**src/rtl/spi_pkg.sv**
```systemverilog
`default_nettype none
// ============================================================================
// Module      : spi_pkg
// Description : Shared types, bit-order constants and frame-length helper
//               for the SPI shift engine.
// Revision    : 1.0 - initial release
// ============================================================================
package spi_pkg;

    typedef enum logic [0:0] {
        IDLE   = 1'b0,
        ACTIVE = 1'b1
    } spi_state_e;

    localparam logic [0:0] ST_IDLE   = IDLE;
    localparam logic [0:0] ST_ACTIVE = ACTIVE;

    localparam bit ORDER_MSB_FIRST = 1'b1;
    localparam bit ORDER_LSB_FIRST = 1'b0;

    // A requested length of zero or beyond the register width means a full-width frame.
    function automatic int unsigned eff_len(input int unsigned len, input int unsigned width);
        return ((len == 0) || (len > width)) ? width : len;
    endfunction

endpackage
`default_nettype wire

```
**src/rtl/spi_bit_counter.sv**
```systemverilog
`default_nettype none
// ============================================================================
// Module      : spi_bit_counter
// Description : Bit counter for the SPI shift engine; flags the increment
//               that completes the frame.
// Revision    : 1.0 - initial release
// ============================================================================
module spi_bit_counter
    import spi_pkg::*;
#(
    parameter int CNT_W = 4
) (
    input  logic             clk,
    input  logic             resetN,
    input  logic             clr,
    input  logic             inc,
    input  logic [CNT_W-1:0] len,
    output logic             term
);

    logic [CNT_W-1:0] cnt_q;
    logic [CNT_W-1:0] cnt_d;
    logic [CNT_W-1:0] w_cnt_next;

    assign w_cnt_next = cnt_q + CNT_W'(1);

    // High while the next increment brings the count up to the frame length.
    assign term = (w_cnt_next == len);

    always_comb begin
        cnt_d = cnt_q;
        if (clr) begin
            cnt_d = '0;
        end else if (inc) begin
            cnt_d = w_cnt_next;
        end
    end

    always_ff @(posedge clk or negedge resetN) begin
        if (!resetN) begin
            cnt_q <= '0;
        end else begin
            cnt_q <= cnt_d;
        end
    end

endmodule
`default_nettype wire

```
**src/rtl/spi_shift_engine.sv**
```systemverilog
`default_nettype none
// ============================================================================
// Module      : spi_shift_engine
// Description : Parametrised SPI data-path engine: loads a transmit word,
//               shifts a variable-length frame on external edge strobes and
//               presents the received word right-aligned.
// Revision    : 1.0 - initial release
// ============================================================================
module spi_shift_engine
    import spi_pkg::*;
#(
    parameter int WIDTH     = 8,
    parameter int MSB_FIRST = 1,
    parameter int CNT_W     = $clog2(WIDTH + 1)
) (
    input  logic             clk,
    input  logic             resetN,
    input  logic             sampleEdge,
    input  logic             shiftEdge,
    input  logic             abort,
    input  logic             loadValid,
    output logic             loadReady,
    input  logic [WIDTH-1:0] parallelDataIn,
    input  logic [CNT_W-1:0] frameLen,
    input  logic             serialDataIn,
    output logic             serialDataOut,
    output logic [WIDTH-1:0] parallelDataOut,
    output logic             wordDone,
    output logic             busy
);

    logic [0:0]       state_q;
    logic [0:0]       state_d;
    logic [WIDTH-1:0] sreg_q;
    logic [WIDTH-1:0] sreg_d;
    logic             cap_q;
    logic             cap_d;
    logic [CNT_W-1:0] len_q;
    logic [CNT_W-1:0] len_d;
    logic [WIDTH-1:0] pdo_q;
    logic [WIDTH-1:0] pdo_d;
    logic             done_q;
    logic             done_d;

    logic             cnt_clr;
    logic             cnt_inc;
    logic             cnt_term;

    logic [CNT_W-1:0] w_len_eff;
    logic [CNT_W-1:0] w_pad;
    logic             w_ins;
    logic [WIDTH-1:0] w_load;
    logic [WIDTH-1:0] w_shifted;
    logic [WIDTH-1:0] w_aligned;

    assign w_len_eff = CNT_W'(eff_len(32'(frameLen), WIDTH));
    assign w_pad     = CNT_W'(WIDTH) - len_q;

    // A simultaneous sample bypasses the capture flop so the fresh bit is shifted in.
    assign w_ins = sampleEdge ? serialDataIn : cap_q;

    generate
        if (MSB_FIRST == int'(ORDER_MSB_FIRST)) begin : g_msb_first
            logic [CNT_W-1:0] w_load_pad;

            assign w_load_pad    = CNT_W'(WIDTH) - w_len_eff;
            assign w_load        = parallelDataIn << w_load_pad;
            assign w_shifted     = {sreg_q[WIDTH-2:0], w_ins};
            assign w_aligned     = w_shifted & ({WIDTH{1'b1}} >> w_pad);
            assign serialDataOut = sreg_q[WIDTH-1];
        end else begin : g_lsb_first
            assign w_load        = parallelDataIn;
            assign w_shifted     = {w_ins, sreg_q[WIDTH-1:1]};
            assign w_aligned     = w_shifted >> w_pad;
            assign serialDataOut = sreg_q[0];
        end
    endgenerate

    spi_bit_counter #(
        .CNT_W (CNT_W)
    ) u_bit_cnt (
        .clk    (clk),
        .resetN (resetN),
        .clr    (cnt_clr),
        .inc    (cnt_inc),
        .len    (len_q),
        .term   (cnt_term)
    );

    always_comb begin
        state_d = state_q;
        sreg_d  = sreg_q;
        cap_d   = cap_q;
        len_d   = len_q;
        pdo_d   = pdo_q;
        done_d  = 1'b0;
        cnt_clr = 1'b0;
        cnt_inc = 1'b0;

        case (state_q)
            ST_IDLE: begin
                if (loadValid) begin
                    state_d = ST_ACTIVE;
                    len_d   = w_len_eff;
                    sreg_d  = w_load;
                    cnt_clr = 1'b1;
                end
            end

            ST_ACTIVE: begin
                // Abort outranks both strobes and leaves the last received word in place.
                if (abort) begin
                    state_d = ST_IDLE;
                end else begin
                    if (sampleEdge) begin
                        cap_d = serialDataIn;
                    end
                    if (shiftEdge) begin
                        sreg_d  = w_shifted;
                        cnt_inc = 1'b1;
                        if (cnt_term) begin
                            state_d = ST_IDLE;
                            pdo_d   = w_aligned;
                            done_d  = 1'b1;
                        end
                    end
                end
            end

            default: begin
                state_d = ST_IDLE;
            end
        endcase
    end

    always_ff @(posedge clk or negedge resetN) begin
        if (!resetN) begin
            state_q <= ST_IDLE;
            sreg_q  <= '0;
            cap_q   <= 1'b0;
            len_q   <= '0;
            pdo_q   <= '0;
            done_q  <= 1'b0;
        end else begin
            state_q <= state_d;
            sreg_q  <= sreg_d;
            cap_q   <= cap_d;
            len_q   <= len_d;
            pdo_q   <= pdo_d;
            done_q  <= done_d;
        end
    end

    assign loadReady       = (state_q == ST_IDLE);
    assign busy            = (state_q == ST_ACTIVE);
    assign parallelDataOut = pdo_q;
    assign wordDone        = done_q;

endmodule
`default_nettype wire
```
**config.mk**
```make
export PLATFORM = sky130hd
export DESIGN_NAME = spi_shift_engine
export DESIGN_NICKNAME = d
export VERILOG_FILES = /design/src/rtl/spi_pkg.sv /design/src/rtl/spi_bit_counter.sv /design/src/rtl/spi_shift_engine.sv
export SDC_FILE = /design/constraint.sdc
export NUM_CORES = 1
export LEC_CHECK = 0
export BUFFER_PORTS_ARGS = -buffer_cell sky130_fd_sc_hd__buf_4
export CAP_MARGIN = 20
export CORE_UTILIZATION = 49
export CTS_CLUSTER_SIZE = 16
export DETAILED_ROUTE_END_ITERATION = 10
export PLACE_DENSITY = 0.74
export RECOVER_POWER = 100
export SLEW_MARGIN = 20
export SYNTH_ARGS = -nofsm -noshare
export SYNTH_HDL_FRONTEND = slang
export SYNTH_SLANG_ARGS = --single-unit
export TNS_END_PERCENT = 50
```
**constraint.sdc**
```tcl
create_clock -name clk -period 1.8 [get_ports clk]
set_input_delay 0.09 -clock clk [delete_from_list [all_inputs] [get_ports clk]]
set_output_delay 0.09 -clock clk [all_outputs]
set_load 0.02 [all_outputs]
```
==> Implementation_results.wiki <==
{| class="wikitable"
! Metric !! Value
|-
| Routability Congestion || 0.844
|-
| Final-report hold violation count || 0
|-
| Result of the run || completed
|-
| Number of buffers and inverters on the critical path || 1
|-
| Max-slew headroom || 7.30%
|-
| Cell at the root of the clock tree || clkbuf_4
|-
| Syn_nets || 188
|-
| Biggest area consumer among synthesized cells || dfrtp_1
|-
| Number of register bits inferred by synthesis || 27
|-
| Worst-margin pin slew || 1.39 ns
|-
| Clock-pin slew on the worst setup and hold paths || 0.15 ns
|-
| Total Routed Length || 3740 um
|-
| Cell depth of the worst hold path || 4
|-
| Vias per Instance || 5.45
|-
| Fraction of the yosys area taken by sequential cells || 41.3%
|-
| Int Pwr || 1.35 mW
|-
| Worst vdd ir || 0.476 mV
|-
| Final count of pins violating max slew || 0
|-
| Average wire per standard cell || 14.8 um
|-
| Initial antenna violation count || 0
|-
| Average cell area after synthesis || 10.0 um2
|-
| Count of flip-flops with a built-in enable after synthesis || 0
|-
| CP delay by family, top || flip-flops
|-
| Clock tree sinks || 27
|-
| Switching power share of the total || 39.9%
|-
| Iteration-0 DRC Markers || 75
|-
| Clock network power share || 12.0%
|-
| Worst-path cell chain || xnor3_1, nand2_2, nor3_4, buf_12, mux2_2
|-
| Warnings from Yosys || 0
|-
| Time the final worst path needs with I/O delays and setup || 1.79 ns
|-
| HPWL after DPL || 2910 um
|-
| Total power per unit cell area || 1100 mW/mm2
|-
| Count of cell instances traversed by the critical path || 5
|-
| Number of standard-cell rows in the floorplan || 20
|-
| Fraction of power consumed by combinational cells || 45.7%
|-
| Vias in the first global route || 1303
|-
| Number of nets in the layout || 235
|-
| Distinct cells, synth || 36
|-
| Number of antenna repair diodes || 0
|-
| Area delta synth->final || 24.8%
|-
| Flop pwr share || 42.2%
|-
| Largest buffer count on any clock path || 2
|-
| Top cell types by occurrence after synthesis || dfrtp_1, nand2_1, o21ai_0, nor3_1, inv_1
|-
| Combined area of all synthesized cells || 0.00164 mm2
|-
| Starting density of the core || 52.8%
|-
| Top-count cell post-synth || dfrtp_1
|-
| CTS tree || done
|-
| Die extent in x || 59.8 um
|-
| Inserted Clock Buffers || 3
|-
| Total power of the final layout || 2.25 mW
|-
| Leading post-synthesis cells by cell area || dfrtp_1, mux4_2, mux2_2
|-
| Most instantiated flip-flop cell in the synthesis netlist || dfrtp_1
|-
| Die footprint || 0.00358 mm2
|-
| Port Buffer Count || 30
|-
| Crit path max-delay cell type || dfrtp_1
|-
| Vias || 1378
|-
| First-pass GRT wire length || 5890 um
|-
| Setup TNS Final || 0 ns
|-
| Overall global routing resource usage || 22.2%
|-
| Worst hold path class || primary input to register
|-
| Ratio of final minimum period to clock period || 99.2%
|-
| F_max || 560 MHz
|-
| Die span in y || 59.8 um
|-
| Leakage power of the design || 0.928 nW
|-
| Fraction of layout instances using a drive strength above 1 || 24.9%
|-
| Worst-skew pair later-pin latency || 0.34 ns
|-
| Pin count of the biggest net entering global routing || 28
|-
| Maxcap violations || 0
|-
| Non-filler cells in the finished layout || 253
|-
| RSZ-0062 raised after global routing || yes
|-
| Type of origin of the critical path || register
|-
| Share of Yosys cell area claimed by the top area cell type || 41.3%
|-
| Critical path start-end classification || register to register
|-
| DRC viols || 0
|-
| DR pass1 iterations || 6
|-
| Critical path endpoint category || register
|-
| Syn Inst Count || 163
|-
| FFs w/ async S/R, synth || 100%
|-
| Data arrival time of the critical path || 2.01 ns
|-
| Final count of negative-setup-slack endpoints || 0
|-
| Layout filler cell count || 292
|-
| Clock H-tree levels || 1
|-
| Maximum fanout encountered on the critical timing path || 9
|-
| ANT nets after route || 0
|-
| Number of top-level pins || 31
|-
| Count of placed standard cells including taps || 244
|-
| Net switching power || 0.898 mW
|-
| Max stage delay on crit path || 0.44 ns
|-
| Max Clock Skew || 0.0153 ns
|-
| Grt ovf || 0
|-
| Required time at the worst-slack endpoint || 2.03 ns
|-
| Depth of the worst register-to-register path || 5
|-
| Utilization after layout || 65.8%
|-
| Placeable core region || 0.00310 mm2
|}
## routing by layer
layer	GRT usage, %	wire length (um)
met1	26.2	1520
met2	41.9	2000
met3	2.16	167
met4	6.64	53
met5	0	0
## power groups by stage
stage	Clock, mW	Sequential, mW	Combinational [mW]
after global placement	0	0.939	1.00
after floorplan	0	1.01	0.576
after CTS	0.276	0.942	1.05
final	0.270	0.950	1.03
after detailed placement	0	0.956	1.03
after global routing	0.294	0.971	1.14
## sequential cells by signal, indices dropped and copies added (netlist names)
| signal | cells |
|---|---|
| busy | 1 |
| wordDone | 1 |
| sreg_q | 8 |
| cap_q | 1 |
| len_q | 4 |
| u_bit_cnt.cnt_q | 4 |
| parallelDataOut | 8 |
## final timing paths
check	start	endpoint	slack (ns)
max in group asynchronous	resetN	parallelDataOut[2]$_DFFE_PN0P_	0.41
setup / recovery	len_q[2]$_DFFE_PN0P_	parallelDataOut[2]$_DFFE_PN0P_	0.01
min in group asynchronous	resetN	len_q[2]$_DFFE_PN0P_	0.57
hold reg to reg	cap_q$_DFFE_PN0P_	cap_q$_DFFE_PN0P_	0.51
setup reg to reg	len_q[2]$_DFFE_PN0P_	parallelDataOut[2]$_DFFE_PN0P_	0.01
hold / removal	frameLen[1]	len_q[3]$_DFFE_PN0P_	0.06
## area by class of cell
| cell class | instances | area (um2) | area share [%] |
|---|---|---|---|
| multi-input cells | 120 | 933 | 45.7 |
| flip-flops and latches | 27 | 676 | 33.1 |
| repair buffers | 49 | 319 | 15.6 |
| well taps | 44 | 55.1 | 2.69 |
| inverters | 9 | 33.8 | 1.65 |
| clock buffers | 4 | 26.3 | 1.29 |
## repair_timing
item,4_1_cts,5_1_grt
hold buffers,2,0
pin swaps,2,0
setup endpoints to repair,7,6
endpoints found under the hold margin,28,0
gates resized for setup,1,5
buffers inserted,2,1
cloned,0,0
## kinds of logic (layout without fill, tap and decap cells)
kind of cell,after synthesis,in the layout,share of synthesized area (%)
flip-flops,27,27,41.3
AO/OA/AOI/OAI,25,25,9.32
XOR/XNOR,11,11,6.72
adder cells (fa/ha/maj),6,6,4.58
buffers and inverters,16,62,4.20
AND/OR/NAND/NOR,64,64,21.0
multiplexers,14,14,12.9
## worst min-delay path, stage by stage
cell,delay (ns)
buf_4,0.08
nor3_1,0.03
o21ai_0,0.13
nand2_1,0.05
## cells in the final DEF (no fill, tap or decap), types with 2 or more instances in the layout
cell type,count
nand2_1,19
ha_1,4
mux2i_1,2
and3b_1,2
dfrtp_1,27
clkbuf_4,3
o21ai_0,10
nor3_1,8
buf_4,28
mux2_2,7
clkbuf_1,18
xnor2_1,4
ha_4,2
mux4_2,5
and3_1,4
nand2b_1,6
nor2b_1,2
o31ai_1,4
xor2_1,5
nor2_1,7
dlygate4sd3_1,2
and4b_1,2
a21oi_1,4
a31oi_1,3
nand3_1,5
nor3b_1,3
inv_1,8
## stage by stage
step	setup slack (ns)	area, um2	hold slack (ns)
3_5_place_dp	-0.117	1990	0.0205
2_1_floorplan	0.0142	1640	-0.206
6_report	0.0136	2040	0.0569
3_3_place_gp	-0.0267	1990	0.0133
5_1_grt	-0.0380	2040	0.0758
4_1_cts	0.0280	2060	0.00294
Note: power is estimated with default switching activity, not from simulation.
